[config.mk]
export PLATFORM = sky130hd
export DESIGN_NAME = fm_sweep_ctrl
export DESIGN_NICKNAME = d
export VERILOG_FILES = /design/src/rtl/fm_ctrl_pkg.sv /design/src/rtl/fm_sweep_ctrl_dwell_timer.sv /design/src/rtl/fm_sweep_ctrl.sv
export SDC_FILE = /design/constraint.sdc
export NUM_CORES = 1
export LEC_CHECK = 0
export BUFFER_PORTS_ARGS = -buffer_cell sky130_fd_sc_hd__buf_2
export CORE_MARGIN = 5
export CORE_UTILIZATION = 62
export DETAILED_ROUTE_END_ITERATION = 10
export GPL_ROUTABILITY_DRIVEN = 1
export GPL_TIMING_DRIVEN = 0
export PLACE_DENSITY = 0.85
export SLEW_MARGIN = 20
export SYNTH_ARGS = -nofsm -noshare
export SYNTH_HDL_FRONTEND = slang
export SYNTH_HIERARCHICAL = 1
export SYNTH_SLANG_ARGS = --single-unit
[constraint.sdc]
create_clock -name clk -period 7.6 [get_ports clk]
set_input_delay 0.76 -clock clk [delete_from_list [all_inputs] [get_ports clk]]
set_output_delay 0.76 -clock clk [all_outputs]
set_load 0.01 [all_outputs]
[src/rtl/fm_ctrl_pkg.sv]
// Shared widths, sweep-mode encodings and FSM state type for the FM sweep controller.
package fm_ctrl_pkg;

    localparam int FREQ_W  = 24;
    localparam int STEP_W  = 16;
    localparam int DWELL_W = 16;

    typedef enum logic [1:0] {
        MODE_SINGLE = 2'd0,
        MODE_SAW    = 2'd1,
        MODE_TRI    = 2'd2,
        MODE_RSVD   = 2'd3
    } sweep_mode_e;

    typedef enum logic [1:0] {
        ST_IDLE = 2'd0,
        ST_UP   = 2'd1,
        ST_DOWN = 2'd2,
        ST_DONE = 2'd3
    } sweep_state_e;

endpackage

[src/rtl/fm_sweep_ctrl_dwell_timer.sv]
// Dwell counter: counts enabled cycles and ticks when the count reaches limit, then restarts at 0.
module dwell_timer
    import fm_ctrl_pkg::*;
(
    input  logic               clk,
    input  logic               rst,
    input  logic               clr,
    input  logic               en,
    input  logic [DWELL_W-1:0] limit,
    output logic               tick
);

    logic [DWELL_W-1:0] count_q;
    logic [DWELL_W-1:0] count_d;

    assign tick = en && (count_q == limit);

    always_comb begin
        count_d = count_q;
        if (clr || tick) begin
            count_d = '0;
        end else if (en) begin
            count_d = count_q + 1'b1;
        end
    end

    always_ff @(posedge clk) begin
        if (rst) begin
            count_q <= '0;
        end else begin
            count_q <= count_d;
        end
    end

endmodule

[src/rtl/fm_sweep_ctrl.sv]
// Sweep controller: steps the carrier tuning word between start and stop with a per-frequency dwell,
// in single, sawtooth or triangle mode, and gates the deviation word while a sweep runs.
module fm_sweep_ctrl
    import fm_ctrl_pkg::*;
(
    input  logic               clk,
    input  logic               rst,
    input  logic               cfg_valid,
    output logic               cfg_ready,
    input  logic [FREQ_W-1:0]  cfg_f_start,
    input  logic [FREQ_W-1:0]  cfg_f_stop,
    input  logic [STEP_W-1:0]  cfg_step,
    input  logic [DWELL_W-1:0] cfg_dwell,
    input  logic [1:0]         cfg_mode,
    input  logic               start,
    input  logic               abort,
    input  logic [15:0]        fd_in,
    output logic [FREQ_W-1:0]  fc,
    output logic [15:0]        fd,
    output logic               busy,
    output logic               done
);

    localparam int PAD_W = FREQ_W - STEP_W;

    sweep_state_e       state_q, state_d;
    logic [FREQ_W-1:0]  fc_q, fc_d;
    logic [15:0]        fd_q, fd_d;
    logic               busy_q, busy_d;
    logic               done_q, done_d;

    logic [FREQ_W-1:0]  f_start_q, f_start_d;
    logic [FREQ_W-1:0]  f_stop_q, f_stop_d;
    logic [STEP_W-1:0]  step_q, step_d;
    logic [DWELL_W-1:0] dwell_q, dwell_d;
    sweep_mode_e        mode_q, mode_d;

    logic               timer_clr;
    logic               timer_en;
    logic               tick;

    logic [STEP_W-1:0]  step_eff;
    logic [FREQ_W-1:0]  stop_eff;
    logic [FREQ_W:0]    up_sum;
    logic [FREQ_W:0]    down_floor;
    logic [FREQ_W-1:0]  up_next;
    logic [FREQ_W-1:0]  down_next;

    // An inverted or empty range collapses onto f_start; both directions clamp in 25-bit space.
    assign step_eff   = (step_q == '0) ? {{(STEP_W-1){1'b0}}, 1'b1} : step_q;
    assign stop_eff   = (f_stop_q > f_start_q) ? f_stop_q : f_start_q;
    assign up_sum     = {1'b0, fc_q} + {{(PAD_W+1){1'b0}}, step_eff};
    assign down_floor = {1'b0, f_start_q} + {{(PAD_W+1){1'b0}}, step_eff};
    assign up_next    = (up_sum > {1'b0, stop_eff}) ? stop_eff : up_sum[FREQ_W-1:0];
    assign down_next  = ({1'b0, fc_q} < down_floor) ? f_start_q
                                                    : fc_q - {{PAD_W{1'b0}}, step_eff};

    assign timer_en  = (state_q == ST_UP) || (state_q == ST_DOWN);
    assign cfg_ready = (state_q == ST_IDLE);
    assign fc        = fc_q;
    assign fd        = fd_q;
    assign busy      = busy_q;
    assign done      = done_q;

    dwell_timer u_dwell_timer (
        .clk   (clk),
        .rst   (rst),
        .clr   (timer_clr),
        .en    (timer_en),
        .limit (dwell_q),
        .tick  (tick)
    );

    always_comb begin
        state_d   = state_q;
        fc_d      = fc_q;
        busy_d    = busy_q;
        done_d    = 1'b0;
        f_start_d = f_start_q;
        f_stop_d  = f_stop_q;
        step_d    = step_q;
        dwell_d   = dwell_q;
        mode_d    = mode_q;
        timer_clr = 1'b0;

        case (state_q)
            ST_IDLE: begin
                if (cfg_valid) begin
                    f_start_d = cfg_f_start;
                    f_stop_d  = cfg_f_stop;
                    step_d    = cfg_step;
                    dwell_d   = cfg_dwell;
                    mode_d    = sweep_mode_e'(cfg_mode);
                end else if (start && !abort) begin
                    state_d   = ST_UP;
                    fc_d      = f_start_q;
                    busy_d    = 1'b1;
                    timer_clr = 1'b1;
                end
            end
            ST_UP: begin
                if (tick) begin
                    if (fc_q == stop_eff) begin
                        case (mode_q)
                            MODE_SAW: fc_d = f_start_q;
                            MODE_TRI: state_d = ST_DOWN;
                            default: begin
                                state_d = ST_DONE;
                                busy_d  = 1'b0;
                                done_d  = 1'b1;
                            end
                        endcase
                    end else begin
                        fc_d = up_next;
                    end
                end
            end
            ST_DOWN: begin
                if (tick) begin
                    if (fc_q == f_start_q) begin
                        state_d = ST_UP;
                    end else begin
                        fc_d = down_next;
                    end
                end
            end
            default: begin
                state_d = ST_IDLE;
                busy_d  = 1'b0;
            end
        endcase

        if (abort && (state_q != ST_IDLE)) begin
            state_d   = ST_IDLE;
            fc_d      = '0;
            busy_d    = 1'b0;
            done_d    = 1'b0;
            timer_clr = 1'b1;
        end

        fd_d = busy_d ? fd_in : '0;
    end

    always_ff @(posedge clk) begin
        if (rst) begin
            state_q   <= ST_IDLE;
            fc_q      <= '0;
            fd_q      <= '0;
            busy_q    <= 1'b0;
            done_q    <= 1'b0;
            f_start_q <= '0;
            f_stop_q  <= '0;
            step_q    <= '0;
            dwell_q   <= '0;
            mode_q    <= MODE_SINGLE;
        end else begin
            state_q   <= state_d;
            fc_q      <= fc_d;
            fd_q      <= fd_d;
            busy_q    <= busy_d;
            done_q    <= done_d;
            f_start_q <= f_start_d;
            f_stop_q  <= f_stop_d;
            step_q    <= step_d;
            dwell_q   <= dwell_d;
            mode_q    <= mode_d;
        end
    end

endmodule

# == After elaboration in Yosys (flattened, before gate mapping) ==
# Index checks and enable logic that the tools add are counted.
# op_classes
magnitude_cmp,3
n_eq_ne,16
addsub,4
mux,32
bitwise,4
reduce_logical,18
# op_table
operator,n
24-bit two-way mux,10
24-bit case mux with 3 select lines,1
24-bit by 16-bit adder with 25-bit output,2
24-bit equality test,2
25-bit by 24-bit > comparator with 1-bit output,1
24-bit by 25-bit less-than comparator with 1-bit output,1
24-bit > comparator,1
24-bit by 16-bit subtractor with 24-bit output,1
"16-bit by 1-bit adder with 16-bit output, second input constant",1
16-bit equality test,1
16-bit zero test,1
16-bit two-way mux,1
7-bit AND reduction,2
2-bit two-way mux,6
1-bit two-way mux,11
"2-bit by 1-bit != test with 1-bit output, second input constant",5
2-bit OR reduction,4
"2-bit != test, second input constant",3
2-bit case mux with 3 select lines,1
5-bit OR reduction,1
"2-bit by 1-bit equality test with 1-bit output, second input constant",2
"2-bit equality test, second input constant",2
1-bit NOT,4
2-bit case mux with 2 select lines,1
other kinds (9),12
# word_totals
in_bits,103
ff_bits,142
out_inout_bits,43
wordCells,88

# == Longest topological paths before layout ==
# Gate-level depths: netlist of run 1.
# logic_depth
ltp_word,9
ltp_mapped,25
mapped_depth_nobuf,24

# == Cells and area by module ==
# Netlist of run 1, hierarchy kept.
# modules_own_cells
module,cells_each,area_each_um2,n_inst,seq_area_each_um2
fm_sweep_ctrl,1331,10283.6,1,2522.4
dwell_timer,106,989.7,1,320.3

# == Worst setup path before layout of run 1 ==
# No wires, ideal clock.
# synth_path
kind,reg2reg
start,reg step_q[7]
end,reg fc_q[18] (netlist: fc[18])
path_slack_ns,2.842
n_path_buf,2
required_ns,7.467
stages_incl_launch_ff,26
setup_time_ns,0.133
synth_period_minus_slack_ns,4.758
arrival_ns,4.625
cell_sequence,dfxtp_1 nor4_1 a41o_1 ha_1 inv_1 fa_1 nor2_2 o221ai_2 a2111oi_0 a211o_1 a21bo_2 and3_1 xor2_1 ha_1 nand4_1 nor3_1 a22oi_1 nand3_1 nor2_1 a311oi_2 buf_4 buf_8 nor2_1 a21o_1 a222oi_1 o22ai_1
# synth_via
elab_chain_cells,8
word_cells_on_any_way,14
cone_classes,add/sub: 3; order compare: 2; mux: 8; reduce/logical: 1
# synth_rtl
element,line,rtl
"start, declared",fm_sweep_ctrl.sv:34,"logic [STEP_W-1:0] step_q, step_d;"
"start signal, assigned",fm_sweep_ctrl.sv:164,step_q <= step_d;
16-bit zero test,fm_sweep_ctrl.sv:50,"assign step_eff = (step_q == '0) ? {{(STEP_W-1){1'b0}}, 1'b1} : step_q;"
16-bit two-way mux (*),fm_sweep_ctrl.sv:50,
24-bit by 16-bit adder with 25-bit output (on tied branches),"fm_sweep_ctrl.sv:53, fm_sweep_ctrl.sv:52",
24-bit by 25-bit less-than comparator with 1-bit output or 25-bit by 24-bit > comparator with 1-bit output (tied branches),"fm_sweep_ctrl.sv:55, fm_sweep_ctrl.sv:54",
24-bit two-way mux (on tied branches),"fm_sweep_ctrl.sv:55, fm_sweep_ctrl.sv:54",
24-bit two-way mux (on tied branches),"fm_sweep_ctrl.sv:120, fm_sweep_ctrl.sv:103",
24-bit two-way mux (on tied branches),"fm_sweep_ctrl.sv:119, fm_sweep_ctrl.sv:102",
24-bit case mux with 3 select lines (*),fm_sweep_ctrl.sv:86,case (state_q)
"end signal, assigned",fm_sweep_ctrl.sv:147,fc_q <= '0;
"end signal, assigned",fm_sweep_ctrl.sv:158,fc_q <= fc_d;
"end, declared",fm_sweep_ctrl.sv:27,"logic [FREQ_W-1:0] fc_q, fc_d;"
# Mark *: on every way between the ends. The rest lies on a longest branch, timed or not. The select of a mux whose other input is x is not followed.
# A chain may end at the register's enable or synchronous reset.

# == Final worst setup path of run 1 ==
# layout_path
start,reg step_q[8]
end,reg fc_q[10] (netlist: fc[10])
# The elaborated chain is that of the path after synthesis.

==> results of run 1 <==
## through the flow
step	util, %	area [sq um]	hold slack [ns]
floorplan	-	11270	0.4364
global placement	68.39	12290	0.4577
detailed placement	68.39	12290	0.4623
CTS	71.70	12880	0.4712
global route	71.71	12880	0.4899
finish	71.71	12880	0.4701
## final cells by class
cell class                 count  area, sq um
tap                          229        286.5
inverter                      79        296.5
multi-input combinational   1129         7739
clock buffer                  19        442.9
fill                        1472         5082
clock inverter                13        151.4
sequential                   142         2843
timing repair buffer         145        725.7
buffer                        87        396.6
## logic make-up (layout without fill, tap and decap cells)
logic type,count (synthesis),in the layout,share of synthesized area [%]
xor+xnor,128,128,9.944
simple gates,469,469,20.19
fa+ha+maj,130,130,14.63
flops,142,142,25.22
buf+inv,166,343,6.149
compound gates,372,372,21.17
mux,30,30,2.708
## flip-flops by register name, indices dropped and copies added (netlist names)
register               cells
f_start_q                 24
f_stop_q                  24
fc                        24
dwell_q                   16
fd                        16
step_q                    16
u_dwell_timer/count_q     16
mode_q                     2
state_q                    2
busy                       1
done                       1
## power by group
part / internal, W / switching (W) / leakage, nW
Sequential: 0.000846 / 0.000208 / 1.16
Clock: 0.000499 / 0.000358 / 0.283
Combinational: 0.000964 / 0.00150 / 4.19
## critical path, stage by stage (launching register included)
cell	delay [ns]
dfxtp_1	0.37
nor4_1	0.37
a41o_1	0.28
ha_1	0.18
inv_1	0.06
fa_1	0.41
nor2_2	0.18
o221ai_2	0.16
a2111oi_0	0.51
a211o_1	0.28
a21bo_2	0.28
nand3_1	0.12
xnor2_1	0.22
ha_1	0.33
nand3_1	0.20
nor4_1	0.71
a22oi_1	0.17
nand3_1	0.14
nor2_1	0.05
a311oi_2	0.33
buf_4	0.26
buf_2	0.28
o21ai_0	0.12
a221oi_1	0.31
a21oi_1	0.11
## synthesized netlist by cell type, drive strengths merged (26+ instances only)
| cell type | number | area share [%] |
|---|---|---|
| nand2 | 212 | 7.1 |
| a21oi | 164 | 7.3 |
| dfxtp | 142 | 25 |
| ha | 127 | 14 |
| xnor2 | 97 | 7.5 |
| inv | 78 | 2.6 |
| nor2 | 68 | 2.3 |
| o21ai | 64 | 2.8 |
| clkbuf | 62 | 2.1 |
| nor4 | 35 | 2.6 |
| xor2 | 31 | 2.4 |
| nand3 | 28 | 1.3 |
| mux2i | 26 | 2.3 |
## routing by layer
metal / track usage [%] / wire length (um) / vias to the layer above
met5: 0 / 13 / -
met4: 19.00 / 2119 / 2
met3: 10.06 / 4316 / 150
met2: 56.12 / 16680 / 718
met1: 47.73 / 15540 / 5313
li1: - / - / 5410
## placed cells by master (no fill, tap or decap), types with 10 or more instances in the layout
master and n:
nor2b_1 15, nand4_1 25, and3_1 10, o21ai_0 63, nand2b_1 14, inv_1 78, a221oi_1 10, nand2_1 211
ha_1 127, a21o_1 24, and2_1 19, mux2i_1 26, nand3_1 27, nor4_1 25, a21oi_1 164, xnor2_1 97
clkbuf_16 17, dfxtp_1 142, xor2_1 31, clkbuf_1 61, buf_2 160, nor3_1 23, a211oi_1 12, nor2_1 67
## how the worst min path moves through the flow
stage / cells after the start / slack, ns / endpoint / from
finish: 2 / 0.47 / dwell_q[10] / dwell_q[10]
global route: 2 / 0.49 / dwell_q[3] / dwell_q[3]
CTS: 2 / 0.47 / dwell_q[10] / dwell_q[10]
detailed placement: 2 / 0.46 / dwell_q[10] / dwell_q[10]
global placement: 2 / 0.46 / dwell_q[10] / dwell_q[10]
floorplan: 2 / 0.44 / step_q[0] / step_q[0]
==> impl_results.md, run 1 <==
* Status: finished, final reports clean
* Worst Setup End Kind: flip-flop
* Peak clock frequency supported by timing at 151.2 MHz
* Count of hold buffers inserted by post-cts repair at 0
* Layout cells sized above 1 at 14.68%
* Setup slack after layout at 0.9856 ns
* Nets at 1834
* Number of global-route vias before repair at 10.96k
* Worst endpoint required time at 7.89 ns
* Average cell area after synthesis at 7.845 sq um
* GRT Total Usage at 36.83%
* Power, Total at 0.004376 W
* Buffer levels on the longest clock path at 2
* Post-Route WL at 38.67 mm
* Setup slack of the worst register-to-register path at 0.99 ns
* # clock sinks at 142
* Total Die Area at 0.02098 sq mm
* First-iteration detailed-routing DRC count at 1101
* Post-place setup slack at 1.393 ns
* CP Launch Point: step_q[8]
* Main flop type after synthesis: dfxtp_1
* Initial Util at 62.76%
* Antenna violations before repair at 1
* Number of failing setup endpoints in the final timing report at 0
* Post-cts repair resize count at 0
* Peak supply drop at 0.3180 mV
* Post-route DRC violation count at 0
* Data arrival at the endpoint of the critical path at 6.90 ns
* # placed instances at 1811
* Worst min-delay path category: flip-flop to flip-flop
* Clock transition time at the flip-flop clock pins of the worst setup and hold paths at 0.07 ns
* Vias per std cell at 6.290
* Chip Width at 144.8 um
* Yosys Warn Count at 6
* Number of antenna repair diodes at 0
* Post-Route Skew at 0.009929 ns
* Count of input and output buffers at 145
* Synth Register Bits at 142
* Async SR Flop Fraction at 0%
* Period minus WS final at 6.614 ns
* Max-slew headroom at the worst pin at 38.31%
* Critical path peak fanout at 10
* Number of buffers inserted by post-CTS setup repair at 0
* Leakage dissipation at 5.638 nW
* Wire length of the first global-routing pass at 59.02 mm
* Synthesized Nets at 1670
* Capturing instance or port of the critical path: fc[10]
* Total number of vias at 11.59k
* Cell Count, Final, Fillers Out at 1843
* Syn-to-layout area delta at 14.26%
* Worst r2r path cells at 24
* Critical path type: flip-flop to flip-flop
* Final antenna-violating net count at 0
* Netlist area before placement at 0.01127 sq mm
* Crit Reg-Reg Endpoint: fc[10]
* Skew-Pair Late Insertion Delay at 0.43 ns
* Power per cell area at 339.7 mW/mm^2
* Synth cell types at 79
* Origin of the critical flop-to-flop path: step_q[8]
* Number of max-cap violations at 0
* First-pass DRT Iterations at 6
* EDFF count, synth at 0
* Post-DP HPWL at 30.23 mm
* Core region area at 0.01796 sq mm
* Total congestion overflow at 0
* Instance count of the mapped netlist at 1437
* Final total negative setup slack at 0 ns
* Final worst path period share at 87.03%
* CTS Buf Count at 17
* Slew @ Worst Pin at 0.9230 ns
* Pin count of the biggest net entering global routing at 17
* Startpoint Class: flip-flop
* Placer's final routability congestion estimate at 1.061
* Placement Rows at 49
* Boundary Pins at 146
* H-Tree Depth at 4
* Sequential element share of the synthesized area at 25.22%
* Setup repair after global routing missed its margin: no
* Count of endpoints failing hold in the final timing report at 0
* Clock tree from TritonCTS: done
* Clock Root Buffer: clkbuf_16
* Die height at 144.8 um
* Max Slew Vio Count at 0
* WL per Instance at 20.98 um
Note: power is estimated with default switching activity, not from simulation.
==> run 2: changes to the inputs <==
Settings changed: CORE_UTILIZATION 62 to 55, PLACE_DENSITY 0.85 to 0.76.
==> impl_results.md, run 2 (synthesized netlist as in run 1, its figures left out) <==
* Placement Rows at 52 (+6.1%)
* Status: finished, final reports clean
* Number of filler cells placed in the layout at 1841 (+25%)
* Wire length of the first global-routing pass at 58.95 mm (-0.12%)
* Slew @ Worst Pin at 1.009 ns (+0.08629 ns)
* Worst min-delay path category: flip-flop to flip-flop
* Share of total power in sequential cells at 24.5% (+0.4 points)
* Post-Route Skew at 0.009731 ns (-0.0001974 ns)
* Layout cells sized above 1 at 14.68% (unchanged)
* WL per Instance at 19.89 um (-5.2%)
* Origin of the critical flop-to-flop path: step_q[13]
* Cell with the biggest individual delay on the critical path: clkbuf_1
* Final worst path period share at 91.68% (+4.6 points)
* Count of endpoints failing hold in the final timing report at 0 (unchanged)
* Stage delay of the slowest cell on the critical path at 0.64 ns (-0.07 ns)
* Final antenna-violating net count at 0 (unchanged)
* Vias per std cell at 5.945 (-5.5%)
* Placer's final routability congestion estimate at 1.005 (-5.3%)
* Data arrival at the endpoint of the critical path at 7.31 ns (+0.41 ns)
* Number of max-cap violations at 0 (unchanged)
* Total congestion overflow at 0 (unchanged)
* # placed instances at 1852 (+2.3%)
* Clock tree from TritonCTS: done
* Sw Pwr at 0.002032 W (-1.7%)
* Count of hold buffers inserted by post-cts repair at 0 (unchanged)
* Total number of vias at 11.20k (-3.4%)
* Cell occurring most often along the worst timing path: a21oi_1
* Internal power at 0.002275 W (-1.5%)
* Chip Width at 153.2 um (+5.7%)
* Pin count of the biggest net entering global routing at 17 (unchanged)
* Startpoint Class: flip-flop
* Count of input and output buffers at 145 (unchanged)
* Worst r2r path cells at 23 (-4.2%)
* Nets at 1834 (unchanged)
* Initial Util at 55.71% (-7.0 points)
* Max-slew headroom at the worst pin at 32.72% (-5.6 points)
* Worst hold path stage count at 2 (unchanged)
* Min-Delay Startpoint: dwell_q[8]
* Critical path type: flip-flop to flip-flop
* H-Tree Depth at 4 (unchanged)
* First-iteration detailed-routing DRC count at 1083 (-1.6%)
* Post-route DRC violation count at 0 (unchanged)
* Peak supply drop at 0.2142 mV (-33%)
* First-pass DRT Iterations at 7 (+1)
* Post-DP HPWL at 29.77 mm (-1.5%)
* Commonest non-fill, non-tap cell in the layout: nand2_1
* CTS Buf Count at 17 (unchanged)
* Crit Reg-Reg Endpoint: fc[5]
* Worst endpoint required time at 7.95 ns (+0.06 ns)
* Area used by multi-input combinational logic at 0.007737 sq mm (about the same)
* Die height at 153.2 um (+5.7%)
* Syn-to-layout area delta at 14.54%
* Smallest hold slack at 0.4742 ns (+0.004059 ns)
* Antenna violations before repair at 0 (-1)
* End point of the worst hold path: dwell_q[8]
* Final total negative setup slack at 0 ns (unchanged)
* Combinational share of power at 56.2% (about the same)
* Period minus WS final at 6.968 ns (+0.3532 ns)
* Number of antenna repair diodes at 0 (unchanged)
* Leakage dissipation at 5.641 nW (about the same)
* Peak clock frequency supported by timing at 143.5 MHz (-5.1%)
* Buffer levels on the longest clock path at 2 (unchanged)
* GRT Total Usage at 31.40% (-5.4 points)
* Post-cts repair resize count at 0 (unchanged)
* Clock transition time at the flip-flop clock pins of the worst setup and hold paths at 0.07 ns (about the same)
* Total Die Area at 0.02346 sq mm (+12%)
* Number of buffers inserted by post-CTS setup repair at 0 (unchanged)
* Switching Fraction at 47.18% (-0.053 points)
* Cells traversed along the worst timing path: nor3_1, a41o_1, ha_1, inv_1, fa_1, nor2b_1, o31ai_1, a21oi_1, o31ai_2, a21oi_1, nor2b_1, xnor2_1, ha_1, nand2_1, o21ai_0, a41oi_1, or3_1, o21ai_0, a21boi_2, and3_1, clkbuf_1, a222oi_1, a21oi_1
* Critical path peak fanout at 10 (unchanged)
* Boundary Pins at 146 (unchanged)
* Cell Count, Final, Fillers Out at 1884 (+2.2%)
* Power per cell area at 333.5 mW/mm^2 (-1.8%)
* Clock Root Buffer: clkbuf_16
* Max Slew Vio Count at 0 (unchanged)
* # clock sinks at 142 (unchanged)
* Worst Setup End Kind: flip-flop
* Sequential standard cell area at 0.002843 sq mm (unchanged)
* Highest-count cells in the layout ignoring fill and taps: nand2_1 (211), a21oi_1 (164), buf_2 (160)
* Number of global-route vias before repair at 10.95k (-0.16%)
* Core region area at 0.02023 sq mm (+13%)
* Setup slack of the worst register-to-register path at 0.63 ns (-0.35 ns)
* Power share of the clock group at 19.3% (-0.3 points)
* Post-Route WL at 37.48 mm (-3.1%)
* Setup repair after global routing missed its margin: no
* Skew-Pair Late Insertion Delay at 0.43 ns (about the same)
* Number of failing setup endpoints in the final timing report at 0 (unchanged)
run 2: routing by layer:
metal	track usage (%)	vias up	share of wire, %
li1	-	5394	-
met1	40.79	5196	42
met2	49.18	516	44
met3	8.991	95	9.8
met4	12.77	0	4.1
met5	0	-	0
run 2: worst max-delay path by stage:
stage / startpoint / end / slack (ns)
2_1_floorplan: step_q[7] / fc[18] / 2.84
3_3_place_gp: step_q[13] / fc[0] / 0.86
3_5_place_dp: step_q[13] / fc[5] / 0.90
4_1_cts: step_q[13] / fc[5] / 0.84
5_1_grt: step_q[14] / fc[14] / 0.28
6_report: step_q[13] / fc[5] / 0.63
run 2: critical path: cells and delay by family, from the launching register on:
| kind | cells | cell delay, ns |
|---|---|---|
| flip-flops | 1 | 0.52 |
| AO/OA/AOI/OAI | 11 | 3.54 |
| XOR/XNOR | 1 | 0.13 |
| adder cells (fa/ha/maj) | 3 | 0.74 |
| AND/OR/NAND/NOR | 6 | 1.25 |
| buffers and inverters | 2 | 0.71 |
run 2: per-stage QoR:
| step | power (W) | utilization, % | setup WS, ns | cell area, sq um |
|---|---|---|---|---|
| 5_1_grt | 0.004589 | 63.81 | 0.2799 | 12910 |
| 4_1_cts | 0.004250 | 63.81 | 0.8402 | 12910 |
| 2_1_floorplan | 0.002721 | - | 2.842 | 11270 |
| 3_3_place_gp | 0.003387 | 60.97 | 0.8594 | 12340 |
| 6_report | 0.004306 | 63.81 | 0.6324 | 12910 |
| 3_5_place_dp | 0.003410 | 60.97 | 0.9028 | 12340 |
run 2: layout make-up:
type                       instances  area share, %
inverter                          79          2.297
clock inverter                    13          1.027
timing repair buffer             145          5.620
buffer                            87          3.072
sequential                       142          22.02
tap                              270          2.616
clock buffer                      19          3.430
multi-input combinational       1129          59.92
run 2: power groups by stage:
stage	clock, W	sequential [W]	combinational, W
after CTS	0.000835	0.00105	0.00237
after global routing	0.000866	0.00106	0.00266
after detailed placement	0	0.00106	0.00235
after global placement	0	0.00106	0.00233
final	0.000831	0.00106	0.00242
after floorplan	0	0.000992	0.00173
